### src/rtl/hazard_pkg.sv
// Shared types and constants for the pipeline hazard controller.
package hazard_pkg;

   localparam int unsigned CntW          = 6;
   localparam int unsigned RegW          = 5;
   localparam int unsigned PerfW         = 32;
   localparam int unsigned MultCyclesDef = 4;
   localparam int unsigned DivCyclesDef  = 32;

   typedef enum logic [1:0] {
      IDLE = 2'd0,
      BUSY = 2'd1,
      LAST = 2'd2
   } mdState_e;

endpackage

### src/rtl/hazard_if.sv
// Hazard controller bundle: ID/EX/MEM observation inputs and pipeline control outputs.
interface hazard_if;
   import hazard_pkg::*;

   logic [RegW-1:0] Rs_ID;
   logic [RegW-1:0] Rt_ID;
   logic            UseRs_ID;
   logic            UseRt_ID;
   logic            Jr_ID;
   logic            Taken_ID;
   logic            HiLoUse_ID;
   logic [RegW-1:0] RegAddr_EX;
   logic [RegW-1:0] RegAddr_MEM;
   logic            MemRead_EX;
   logic            MemRead_MEM;
   logic            MulDivStart_EX;
   logic            IsDiv_EX;

   logic            StallPC;
   logic            StallIFID;
   logic            BubbleIDEX;
   logic            FlushIFID;
   logic            MulDivBusy;
   logic            MulDivDone;

   // Pipeline side: drives stage information, consumes the controls.
   modport master (
      output Rs_ID, Rt_ID, UseRs_ID, UseRt_ID, Jr_ID, Taken_ID, HiLoUse_ID,
             RegAddr_EX, RegAddr_MEM, MemRead_EX, MemRead_MEM,
             MulDivStart_EX, IsDiv_EX,
      input  StallPC, StallIFID, BubbleIDEX, FlushIFID, MulDivBusy, MulDivDone
   );

   // Hazard controller side.
   modport slave (
      input  Rs_ID, Rt_ID, UseRs_ID, UseRt_ID, Jr_ID, Taken_ID, HiLoUse_ID,
             RegAddr_EX, RegAddr_MEM, MemRead_EX, MemRead_MEM,
             MulDivStart_EX, IsDiv_EX,
      output StallPC, StallIFID, BubbleIDEX, FlushIFID, MulDivBusy, MulDivDone
   );

endinterface

### src/rtl/muldiv_busy_timer.sv
// HI/LO unit occupancy tracker: IDLE -> BUSY (counting) -> LAST, with registered Busy/Done.
module muldiv_busy_timer
   import hazard_pkg::*;
#(
   parameter int unsigned MULT_CYCLES = MultCyclesDef,
   parameter int unsigned DIV_CYCLES  = DivCyclesDef
) (
   input  logic     clk,
   input  logic     rst_n,
   input  logic     MulDivStart_EX,
   input  logic     IsDiv_EX,
   output logic     MulDivBusy,
   output logic     MulDivDone,
   output mdState_e state
);

   logic [CntW-1:0] cnt;
   logic [CntW-1:0] loadVal;

   // Remaining BUSY cycles for the operation entering EX; zero means straight to LAST.
   assign loadVal = IsDiv_EX ? CntW'(DIV_CYCLES - 1) : CntW'(MULT_CYCLES - 1);

   // State, counter and registered status flags advance together.
   always_ff @(posedge clk or negedge rst_n) begin
      if (!rst_n) begin
         state      <= IDLE;
         cnt        <= '0;
         MulDivBusy <= 1'b0;
         MulDivDone <= 1'b0;
      end else begin
         case (state)
            IDLE, LAST: begin
               if (MulDivStart_EX) begin
                  cnt        <= loadVal;
                  MulDivBusy <= 1'b1;
                  if (loadVal == '0) begin
                     state      <= LAST;
                     MulDivDone <= 1'b1;
                  end else begin
                     state      <= BUSY;
                     MulDivDone <= 1'b0;
                  end
               end else begin
                  state      <= IDLE;
                  MulDivBusy <= 1'b0;
                  MulDivDone <= 1'b0;
               end
            end
            BUSY: begin
               MulDivBusy <= 1'b1;
               if (cnt != '0) cnt <= cnt - CntW'(1);
               if (cnt == CntW'(1)) begin
                  state      <= LAST;
                  MulDivDone <= 1'b1;
               end else begin
                  MulDivDone <= 1'b0;
               end
            end
            default: begin
               state      <= IDLE;
               cnt        <= '0;
               MulDivBusy <= 1'b0;
               MulDivDone <= 1'b0;
            end
         endcase
      end
   end

   // Flag unreachable situations: decrement at zero, and a new issue while BUSY (MdHaz should prevent it).
   always @(posedge clk) begin
      if (rst_n && state == BUSY) begin
         assert (cnt != '0);
         assert (!MulDivStart_EX);
      end
   end

endmodule

### src/rtl/hazard_ctrl.sv
// Pipeline hazard controller: load-use, jr operand and HI/LO interlock stalls plus IF/ID flush.
// Optional build macro HAZARD_PERF_CNT_EN adds per-term 32-bit event counters.
module hazard_ctrl
   import hazard_pkg::*;
#(
   parameter int unsigned MULT_CYCLES = MultCyclesDef,
   parameter int unsigned DIV_CYCLES  = DivCyclesDef
) (
   input  logic             clk,
   input  logic             rst_n,
   hazard_if.slave          hz
`ifdef HAZARD_PERF_CNT_EN
   ,
   output logic [PerfW-1:0] LoadStallCnt,
   output logic [PerfW-1:0] JrStallCnt,
   output logic [PerfW-1:0] MdStallCnt,
   output logic [PerfW-1:0] FlushCnt
`endif
);

   mdState_e mdState;
   logic     mdBusy;
   logic     mdDone;
   logic     loadUse;
   logic     jrHaz;
   logic     mdHaz;
   logic     stall;
   logic     flush;

   muldiv_busy_timer #(
      .MULT_CYCLES (MULT_CYCLES),
      .DIV_CYCLES  (DIV_CYCLES)
   ) uTimer (
      .clk            (clk),
      .rst_n          (rst_n),
      .MulDivStart_EX (hz.MulDivStart_EX),
      .IsDiv_EX       (hz.IsDiv_EX),
      .MulDivBusy     (mdBusy),
      .MulDivDone     (mdDone),
      .state          (mdState)
   );

   // Hazard terms; all controls are held low while in reset.
   always_comb begin
      loadUse = 1'b0;
      jrHaz   = 1'b0;
      mdHaz   = 1'b0;
      if (rst_n) begin
         loadUse = hz.MemRead_EX && (hz.RegAddr_EX != '0) &&
                   ((hz.UseRs_ID && (hz.RegAddr_EX == hz.Rs_ID)) ||
                    (hz.UseRt_ID && (hz.RegAddr_EX == hz.Rt_ID)));
         jrHaz   = hz.Jr_ID && (hz.Rs_ID != '0) &&
                   ((hz.MemRead_EX  && (hz.RegAddr_EX  == hz.Rs_ID)) ||
                    (hz.MemRead_MEM && (hz.RegAddr_MEM == hz.Rs_ID)));
         mdHaz   = hz.HiLoUse_ID && (mdState == BUSY);
      end
   end

   assign stall = loadUse | jrHaz | mdHaz;
   assign flush = rst_n && hz.Taken_ID && !stall;

   assign hz.StallPC    = stall;
   assign hz.StallIFID  = stall;
   assign hz.BubbleIDEX = stall;
   assign hz.FlushIFID  = flush;
   assign hz.MulDivBusy = mdBusy;
   assign hz.MulDivDone = mdDone;

`ifdef HAZARD_PERF_CNT_EN
   // Per-term event counters, free-running modulo 2^32.
   always_ff @(posedge clk or negedge rst_n) begin
      if (!rst_n) begin
         LoadStallCnt <= '0;
         JrStallCnt   <= '0;
         MdStallCnt   <= '0;
         FlushCnt     <= '0;
      end else begin
         if (loadUse) LoadStallCnt <= LoadStallCnt + PerfW'(1);
         if (jrHaz)   JrStallCnt   <= JrStallCnt   + PerfW'(1);
         if (mdHaz)   MdStallCnt   <= MdStallCnt   + PerfW'(1);
         if (flush)   FlushCnt     <= FlushCnt     + PerfW'(1);
      end
   end
`endif

endmodule

### src/flat_wrapper.sv
// flat-port wrapper written by rule: the top's interface ports become plain ports
module hazard_ctrl_flat import hazard_pkg::*;
#(
   parameter int unsigned MULT_CYCLES = MultCyclesDef,
   parameter int unsigned DIV_CYCLES  = DivCyclesDef
)
  (clk, rst_n, hz_Rs_ID, hz_Rt_ID, hz_UseRs_ID, hz_UseRt_ID, hz_Jr_ID, hz_Taken_ID, hz_HiLoUse_ID, hz_RegAddr_EX, hz_RegAddr_MEM, hz_MemRead_EX, hz_MemRead_MEM, hz_MulDivStart_EX, hz_IsDiv_EX, hz_StallPC, hz_StallIFID, hz_BubbleIDEX, hz_FlushIFID, hz_MulDivBusy, hz_MulDivDone);
  hazard_if hz_i ();
  input  logic clk;
  input  logic rst_n;
  input wire logic [$bits(hz_i.Rs_ID)-1:0] hz_Rs_ID;
  input wire logic [$bits(hz_i.Rt_ID)-1:0] hz_Rt_ID;
  input wire logic [$bits(hz_i.UseRs_ID)-1:0] hz_UseRs_ID;
  input wire logic [$bits(hz_i.UseRt_ID)-1:0] hz_UseRt_ID;
  input wire logic [$bits(hz_i.Jr_ID)-1:0] hz_Jr_ID;
  input wire logic [$bits(hz_i.Taken_ID)-1:0] hz_Taken_ID;
  input wire logic [$bits(hz_i.HiLoUse_ID)-1:0] hz_HiLoUse_ID;
  input wire logic [$bits(hz_i.RegAddr_EX)-1:0] hz_RegAddr_EX;
  input wire logic [$bits(hz_i.RegAddr_MEM)-1:0] hz_RegAddr_MEM;
  input wire logic [$bits(hz_i.MemRead_EX)-1:0] hz_MemRead_EX;
  input wire logic [$bits(hz_i.MemRead_MEM)-1:0] hz_MemRead_MEM;
  input wire logic [$bits(hz_i.MulDivStart_EX)-1:0] hz_MulDivStart_EX;
  input wire logic [$bits(hz_i.IsDiv_EX)-1:0] hz_IsDiv_EX;
  output wire logic [$bits(hz_i.StallPC)-1:0] hz_StallPC;
  output wire logic [$bits(hz_i.StallIFID)-1:0] hz_StallIFID;
  output wire logic [$bits(hz_i.BubbleIDEX)-1:0] hz_BubbleIDEX;
  output wire logic [$bits(hz_i.FlushIFID)-1:0] hz_FlushIFID;
  output wire logic [$bits(hz_i.MulDivBusy)-1:0] hz_MulDivBusy;
  output wire logic [$bits(hz_i.MulDivDone)-1:0] hz_MulDivDone;
  assign hz_i.Rs_ID = hz_Rs_ID;
  assign hz_i.Rt_ID = hz_Rt_ID;
  assign hz_i.UseRs_ID = hz_UseRs_ID;
  assign hz_i.UseRt_ID = hz_UseRt_ID;
  assign hz_i.Jr_ID = hz_Jr_ID;
  assign hz_i.Taken_ID = hz_Taken_ID;
  assign hz_i.HiLoUse_ID = hz_HiLoUse_ID;
  assign hz_i.RegAddr_EX = hz_RegAddr_EX;
  assign hz_i.RegAddr_MEM = hz_RegAddr_MEM;
  assign hz_i.MemRead_EX = hz_MemRead_EX;
  assign hz_i.MemRead_MEM = hz_MemRead_MEM;
  assign hz_i.MulDivStart_EX = hz_MulDivStart_EX;
  assign hz_i.IsDiv_EX = hz_IsDiv_EX;
  assign hz_StallPC = hz_i.StallPC;
  assign hz_StallIFID = hz_i.StallIFID;
  assign hz_BubbleIDEX = hz_i.BubbleIDEX;
  assign hz_FlushIFID = hz_i.FlushIFID;
  assign hz_MulDivBusy = hz_i.MulDivBusy;
  assign hz_MulDivDone = hz_i.MulDivDone;
  hazard_ctrl #(.MULT_CYCLES(MULT_CYCLES), .DIV_CYCLES(DIV_CYCLES)) u_core (.clk(clk), .rst_n(rst_n), .hz(hz_i));
endmodule
### config.mk
export PLATFORM = sky130hd
export DESIGN_NAME = hazard_ctrl_flat
export DESIGN_NICKNAME = d
export VERILOG_FILES = /design/src/rtl/hazard_pkg.sv /design/src/rtl/hazard_if.sv /design/src/rtl/muldiv_busy_timer.sv /design/src/rtl/hazard_ctrl.sv /design/src/flat_wrapper.sv
export SDC_FILE = /design/constraint.sdc
export NUM_CORES = 1
export LEC_CHECK = 0
export CORE_MARGIN = 4
export CORE_UTILIZATION = 29
export CTS_CLUSTER_DIAMETER = 100
export CTS_CLUSTER_SIZE = 16
export DETAILED_ROUTE_END_ITERATION = 16
export DONT_BUFFER_PORTS = 1
export GPL_TIMING_DRIVEN = 0
export SETUP_SLACK_MARGIN = 0.2
export SYNTH_ARGS = -nofsm -noshare
export SYNTH_HDL_FRONTEND = slang
export SYNTH_HIERARCHICAL = 1
export SYNTH_SLANG_ARGS = --single-unit
### constraint.sdc
create_clock -name clk -period 2 [get_ports clk]
set_input_delay 0.4 -clock clk [delete_from_list [all_inputs] [get_ports clk]]
set_output_delay 0.4 -clock clk [all_outputs]
set_load 0.02 [all_outputs]
==> results of run 1 <==
## through the flow
stage	total power [µW]	std cells	utilization (%)
after floorplan	837.6	93	-
after global placement	917.8	123	33.19
after detailed placement	934.4	123	33.19
after CTS	1141	130	36.38
after global routing	1237	130	37.56
final	1132	130	37.56
## routing by layer
metal	global-route usage (%)	share of wire (%)
met3	5.106	6.0
met5	0	0
met4	4.954	1.3
met1	11.87	39
met2	20.83	54
## registers in the layout, summed over array words and instances (netlist names)
name and count:
u_core/uTimer/state 2, u_core/uTimer/MulDivDone 1, u_core/uTimer/MulDivBusy 1, u_core/uTimer/cnt 6
## path summary, 6_finish.rpt
| kind | end | slack [ps] |
|---|---|---|
| setup / recovery | hz_StallPC | 40 |
| hold / removal | u_core/uTimer/MulDivBusy | 320 |
| hold reg to reg | u_core/uTimer/cnt[5] | 520 |
| max in group asynchronous | u_core/uTimer/cnt[3] | 1180 |
| setup reg to reg | u_core/uTimer/cnt[2] | 440 |
| min in group asynchronous | u_core/uTimer/MulDivBusy | 510 |
## synth_stat cells
cell	instances	share of area [%]
xnor2_1	15	16
dfrtp_1	10	31
nor2_1	8	3.8
a21oi_1	7	4.4
nand2_1	6	2.8
inv_1	5	2.3
o22ai_1	5	3.9
buf_4	4	3.8
nand3_1	3	1.9
nand4_1	3	2.3
a21o_1	2	1.9
a31oi_1	2	1.6
ha_1	2	3.1
nor2b_1	2	1.6
nor3_1	2	1.3
o211ai_1	2	1.9
or4_1	2	1.9
a221o_1	1	1.3
and3_1	1	0.78
and4b_1	1	1.3
nand2_2	1	0.78
nand2b_1	1	0.78
nand2b_2	1	1.1
nand3b_1	1	0.94
nor3_2	1	1.3
nor3b_1	1	0.94
nor3b_4	1	2.3
o21ai_0	1	0.63
o21ai_1	1	0.63
o32a_1	1	1.3
## report_power, final
part,total (µW),internal (µW),switching [µW]
sequential,398,290,108
clock,180,111,69.5
combinational,554,267,287
## what timing repair did
| action | in CTS | in global routing |
|---|---|---|
| hold buffers | 1 | 0 |
| pin swaps | 5 | 5 |
| endpoints found under the hold margin | 10 | 0 |
| gates resized for setup | 4 | 4 |
| buffers inserted | 2 | 0 |
| endpoints found under the setup margin | 4 | 4 |
## worst max-delay path, cell delays in order
cell and delay, ps:
or4_1 510, o211ai_1 190, buf_4 150, a31oi_4 140
buf_6 170
## area by class of cell
cell class | count | share of cell area, %
multi-input combinational | 74 | 57.59
sequential | 10 | 26.18
buffer | 4 | 3.927
tap | 30 | 3.927
clock buffer | 4 | 3.796
timing repair buffer | 3 | 2.618
inverter | 5 | 1.963
## kinds of logic after synthesis
kind of cell | Yosys count
AO/OA/AOI/OAI | 22
XOR/XNOR | 15
adder cells (fa/ha/maj) | 2
buffers and inverters | 9
flip-flops | 10
AND/OR/NAND/NOR | 35
==> summary.txt, run 1 <==
Critical path
  – Element type at the critical path end: primary output
  – RR Startpoint: u_core/uTimer/cnt[0]
  – CP max FO: 3
  – Crit. Startpoint: hz_RegAddr_EX[0]
  – Critical Path Start Type: primary input
  – Setup Crit Path Kind: primary input to primary output
  – Cells on worst reg2reg path: 5
  – Worst Path Required: approximately 1600 ps
  – Worst EP arrival: approximately 1600 ps

Place
  – HPWL Detailed: roughly 1.5 mm
  – Placed Area: 844.6 µm²
  – Pre-CTS WS: -43.52 ps
  – Port Buf Inserts: 0
  – GP Congestion: 0.8161

Synthesis
  – Synth cell types: 30
  – Syn nets: roughly 130
  – Yosys reg bits: 10
  – Synth Area in XOR/XNOR: roughly 16%
  – Synth Area in Compound Gates: 17.37%
  – Mean post-synth cell area: ~8.6 µm²
  – Seq/Total Area, Yosys: between 30% and 40%
  – Yosys Warn Count: 6
  – Post-Synth Simple-Gate Area: between 20% and 30%
  – Main combinational cell family by area after synthesis: simple AND/OR/NAND/NOR gates
  – Adder-Cell Fraction of Synth Area: 3.130%
  – Post-Syn Area: between 700 and 800 µm²
  – Post-synthesis mux area share: 0%
  – Gate Count Post-Synth: between 90 and 100

Power and ir drop
  – P_leak: between 0.0003 and 0.0004 µW
  – PwrDens: around 1200 mW/mm²
  – Worst IR drop on VDD: 0.6939 mV

STA
  – Final TNS setup: 0 ps
  – Max_slew headroom: 69.99%
  – Hold Slack: approximately 320 ps
  – Achievable frequency: about 510 MHz
  – Final setup viols: 0
  – Fin crit period: roughly 2000 ps
  – RSZ-0062 raised after global routing: yes
  – Final worst slack: 43.54 ps
  – Final Hold Fails: 0
  – Fin crit share: between 90% and 100%
  – Final Max Tran Viols: 0
  – Clock Skews: roughly 2.5 ps
  – Worst-Margin Slew: about 450 ps

Final layout
  – Layout Nets: between 100 and 150
  – Layout cell share with drive strength beyond 1: a little over a fifth
  – Most frequent cells in the layout: xnor2_1 (11), dfrtp_1 (10), nor2_1 (8), a21oi_1 (7), nand2_1 (6)
  – Design area: around 960 µm²
  – P&R area growth vs syn: 19.56%
  – ANT cells: 0
  – Leading cell type in the layout, fill and taps excluded: xnor2_1
  – Filler instances: 260
  – Area of the multi-input gates: about 550 µm²
  – Seq. cell area: 250.2 µm²

Clocking
  – CTS Buffer Depth: 2
  – TritonCTS Buffers: 3
  – Root Driver: clkbuf_4
  – Clock latency of the later-clocked register in the worst-skew pair: ~270 ps
  – Clock slew at the register clock pins of the worst setup and hold paths: approximately 60 ps
  – Htree depth: 1
  – Clock Sink Count: 10
  – CTS tree: yes

Die
  – Core area: between 0.002 and 0.003 mm²
  – Die Y: just over 60 µm
  – I/O pins: 37
  – Chip width: between 60 and 70 µm
  – Total Die Area: roughly 0.0037 mm²
  – Initial Util: between 30% and 40%
  – # rows: 18

Global route
  – Antenna violations before repair: 0
  – Total Routing Usage GR: a little under an eighth
  – First-pass GRT wire length: ~3.2 mm
  – Total congestion overflow: 0
  – Number of global-route vias before repair: a little over 700
  – Largest net degree at the start of global routing: 11

Hold path
  – Hold WC Path Type: primary input to flop
  – Cells on Worst Hold Path: 2
  – Worst hold path startpoint: hz_MulDivStart_EX

Routing
  – DRC viols: 0
  – Final ANT Viol Nets: 0
  – Detailed Route WL: around 1.9 mm
  – Post-DR vias/cell: approximately 5.4
  – WL per Instance: ~15 µm
  – Initial DRC Count: 17
  – Vias: 699
  – DR pass1 iterations: 4

Run
  – Max-Cap Viols: 0

Status
  – Status: complete, no violations
Note: power is estimated with default switching activity, not from simulation.
==> run 2: changes to the inputs <==
--- a/config.mk
+++ b/config.mk
@@ -12,6 +12,7 @@
 export DETAILED_ROUTE_END_ITERATION = 16
 export DONT_BUFFER_PORTS = 1
 export GPL_TIMING_DRIVEN = 0
+export REMOVE_ABC_BUFFERS = 1
 export SETUP_SLACK_MARGIN = 0.2
 export SYNTH_ARGS = -nofsm -noshare
 export SYNTH_HDL_FRONTEND = slang
==> run 2 against run 1 <==
Effect of this change:
- sequential share of layout area fell by 0.17 points
- flip-flop and latch count did not move
- core utilization rose by 0.25 points
- final cell count fell by 4.6%
- maximum frequency fell by 0.94%
- combinational power fell by 10%
- global-route usage fell by 0.64 points
==> summary.txt, run 2 (synthesis results as in run 1) <==
Critical path
  – CP max FO: 3
  – Bufs and invs on worst path: 0
  – Worst Path Required: 1600 ps
  – CP Cell Sequence: or4_4 -> o211ai_1 -> and4b_2
  – Setup Crit Path Kind: primary input to primary output
  – Slowest stage delay, CP: about 510 ps
  – Slowest-stage cell, CP: or4_4
  – Critical Path Start Type: primary input
  – Delay-heaviest family, CP: simple AND/OR/NAND/NOR gates
  – Worst EP arrival: 1570 ps
  – Element type at the critical path end: primary output

Final layout
  – Seq. cell area: about 250 µm²
  – Layout cell share with drive strength beyond 1: between 10% and 20%
  – Layout Nets: around 130
  – Area of the multi-input gates: between 600 and 700 µm²
  – Largest register by flop count: u_core/uTimer/cnt
  – Filler instances: ~250
  – Max reg flops: 6
  – ANT cells: 0
  – Most frequent cells in the layout: dfrtp_1 (10), xnor2_1 (9), nor2_1 (8), a21oi_1 (7), nand2_1 (6)
  – P&R area growth vs syn: 20.34%
  – Leading cell type in the layout, fill and taps excluded: dfrtp_1
  – Top Registers: u_core/uTimer/cnt (6), u_core/uTimer/state (2)

STA
  – Achievable frequency: about 510 MHz
  – Max_slew headroom: between 60% and 70%
  – Final TNS setup: 0 ps
  – Clock Skews: approximately 1.7 ps
  – RSZ-0062 raised after global routing: yes
  – Final Max Tran Viols: 0
  – Final Hold Fails: 0
  – Final setup viols: 0
  – Fin crit share: 98.75%
  – Fin crit period: a little under 2000 ps
  – Worst-Margin Slew: around 490 ps

Global route
  – First-pass GRT wire length: a little over 3 mm
  – Total Routing Usage GR: between 10% and 20%
  – Antenna violations before repair: 0
  – Total congestion overflow: 0
  – Largest net degree at the start of global routing: 12
  – Number of global-route vias before repair: between 600 and 700

Clocking
  – CTS Buffer Depth: 2
  – Clock Sink Count: 10
  – CTS tree: yes
  – Clock slew at the register clock pins of the worst setup and hold paths: about 60 ps
  – TritonCTS Buffers: 3
  – Htree depth: 1
  – Clock latency of the later-clocked register in the worst-skew pair: between 200 and 300 ps
  – Root Driver: clkbuf_4

Routing
  – Initial DRC Count: 39
  – WL per Instance: between 15 and 20 µm
  – Post-DR vias/cell: between 5 and 6
  – Detailed Route WL: 1.946 mm
  – Final ANT Viol Nets: 0
  – DRC viols: 0
  – DR pass1 iterations: 4
  – Vias: 679

Place
  – Port Buf Inserts: 0
  – HPWL Detailed: 1.437 mm
  – GP Congestion: between 0.8 and 0.9

Run
  – Max-Cap Viols: 0

Die
  – I/O pins: 37
  – Die Y: 60.51 µm
  – Core area: approximately 0.0025 mm²
  – Initial Util: 31.42%
  – # rows: 18
  – Chip width: ~61 µm
  – Total Die Area: ~0.0037 mm²

Status
  – Status: complete, no violations

Hold path
  – Hold WC Path Type: primary input to flop

Power and ir drop
  – Final Power: about 1000 µW
  – P_leak: roughly 0.00038 µW
  – Worst IR drop on VDD: between 0.6 and 0.7 mV
  – PwrDens: approximately 1100 mW/mm²
==> run 2: timing repair <==
item	in CTS	in global routing
setup buffers	1	0
gates resized for setup	8	7
endpoints found under the hold margin	10	0
setup endpoints to repair	4	4
pin swaps	6	5
hold buffers	1	0
==> run 2: power by group <==
group          leakage, µW  switching (µW)  total, µW  internal, µW
logic             0.000239             258        497           238
clock network    0.0000138            61.6        131          69.1
registers         0.000123             129        419           290
==> run 2: routing by layer <==
layer	routed length, µm	share of wire [%]	global-route usage (%)	up-vias
met5	0	0	0	-
met4	20	1.0	2.786	0
met3	86	4.4	2.766	2
met2	1092	56	20.22	22
met1	746	38	12.82	325
li1	-	-	-	330
==> run 2: final timing paths <==
path	startpoint	end	slack, ps	cells after the start
min in group asynchronous	rst_n	u_core/uTimer/state[1]	530	1
max in group asynchronous	rst_n	u_core/uTimer/MulDivDone	1160	1
hold / removal	hz_MulDivStart_EX	u_core/uTimer/MulDivBusy	340	2
setup / recovery	hz_Rs_ID[1]	hz_FlushIFID	30	3
setup reg to reg	u_core/uTimer/cnt[0]	u_core/uTimer/cnt[2]	420	5
hold reg to reg	u_core/uTimer/cnt[5]	u_core/uTimer/cnt[5]	520	2
==> run 2: stage by stage <==
step	util [%]	worst slack [ps]	hold WS (ps)	cell area (µm²)	cells
after floorplan	-	-365.5	104.4	769.5	89
after global placement	31.71	-494.6	104.8	807.0	119
after detailed placement	31.71	-533.7	104.8	807.0	119
after CTS	35.40	36.84	332.9	900.9	124
after global routing	37.81	-26.54	370.7	962.2	124
final	37.81	25.04	338.6	962.2	124
==> run 2: area by class of cell <==
cell class                      instances  share of cell area, %
Timing Repair Buffer                    2                  1.821
Multi-Input combinational cell         74                  63.98
Clock buffer                            3                  2.341
Tap cell                               30                  3.901
Sequential cell                        10                  26.01
Inverter                                5                  1.951
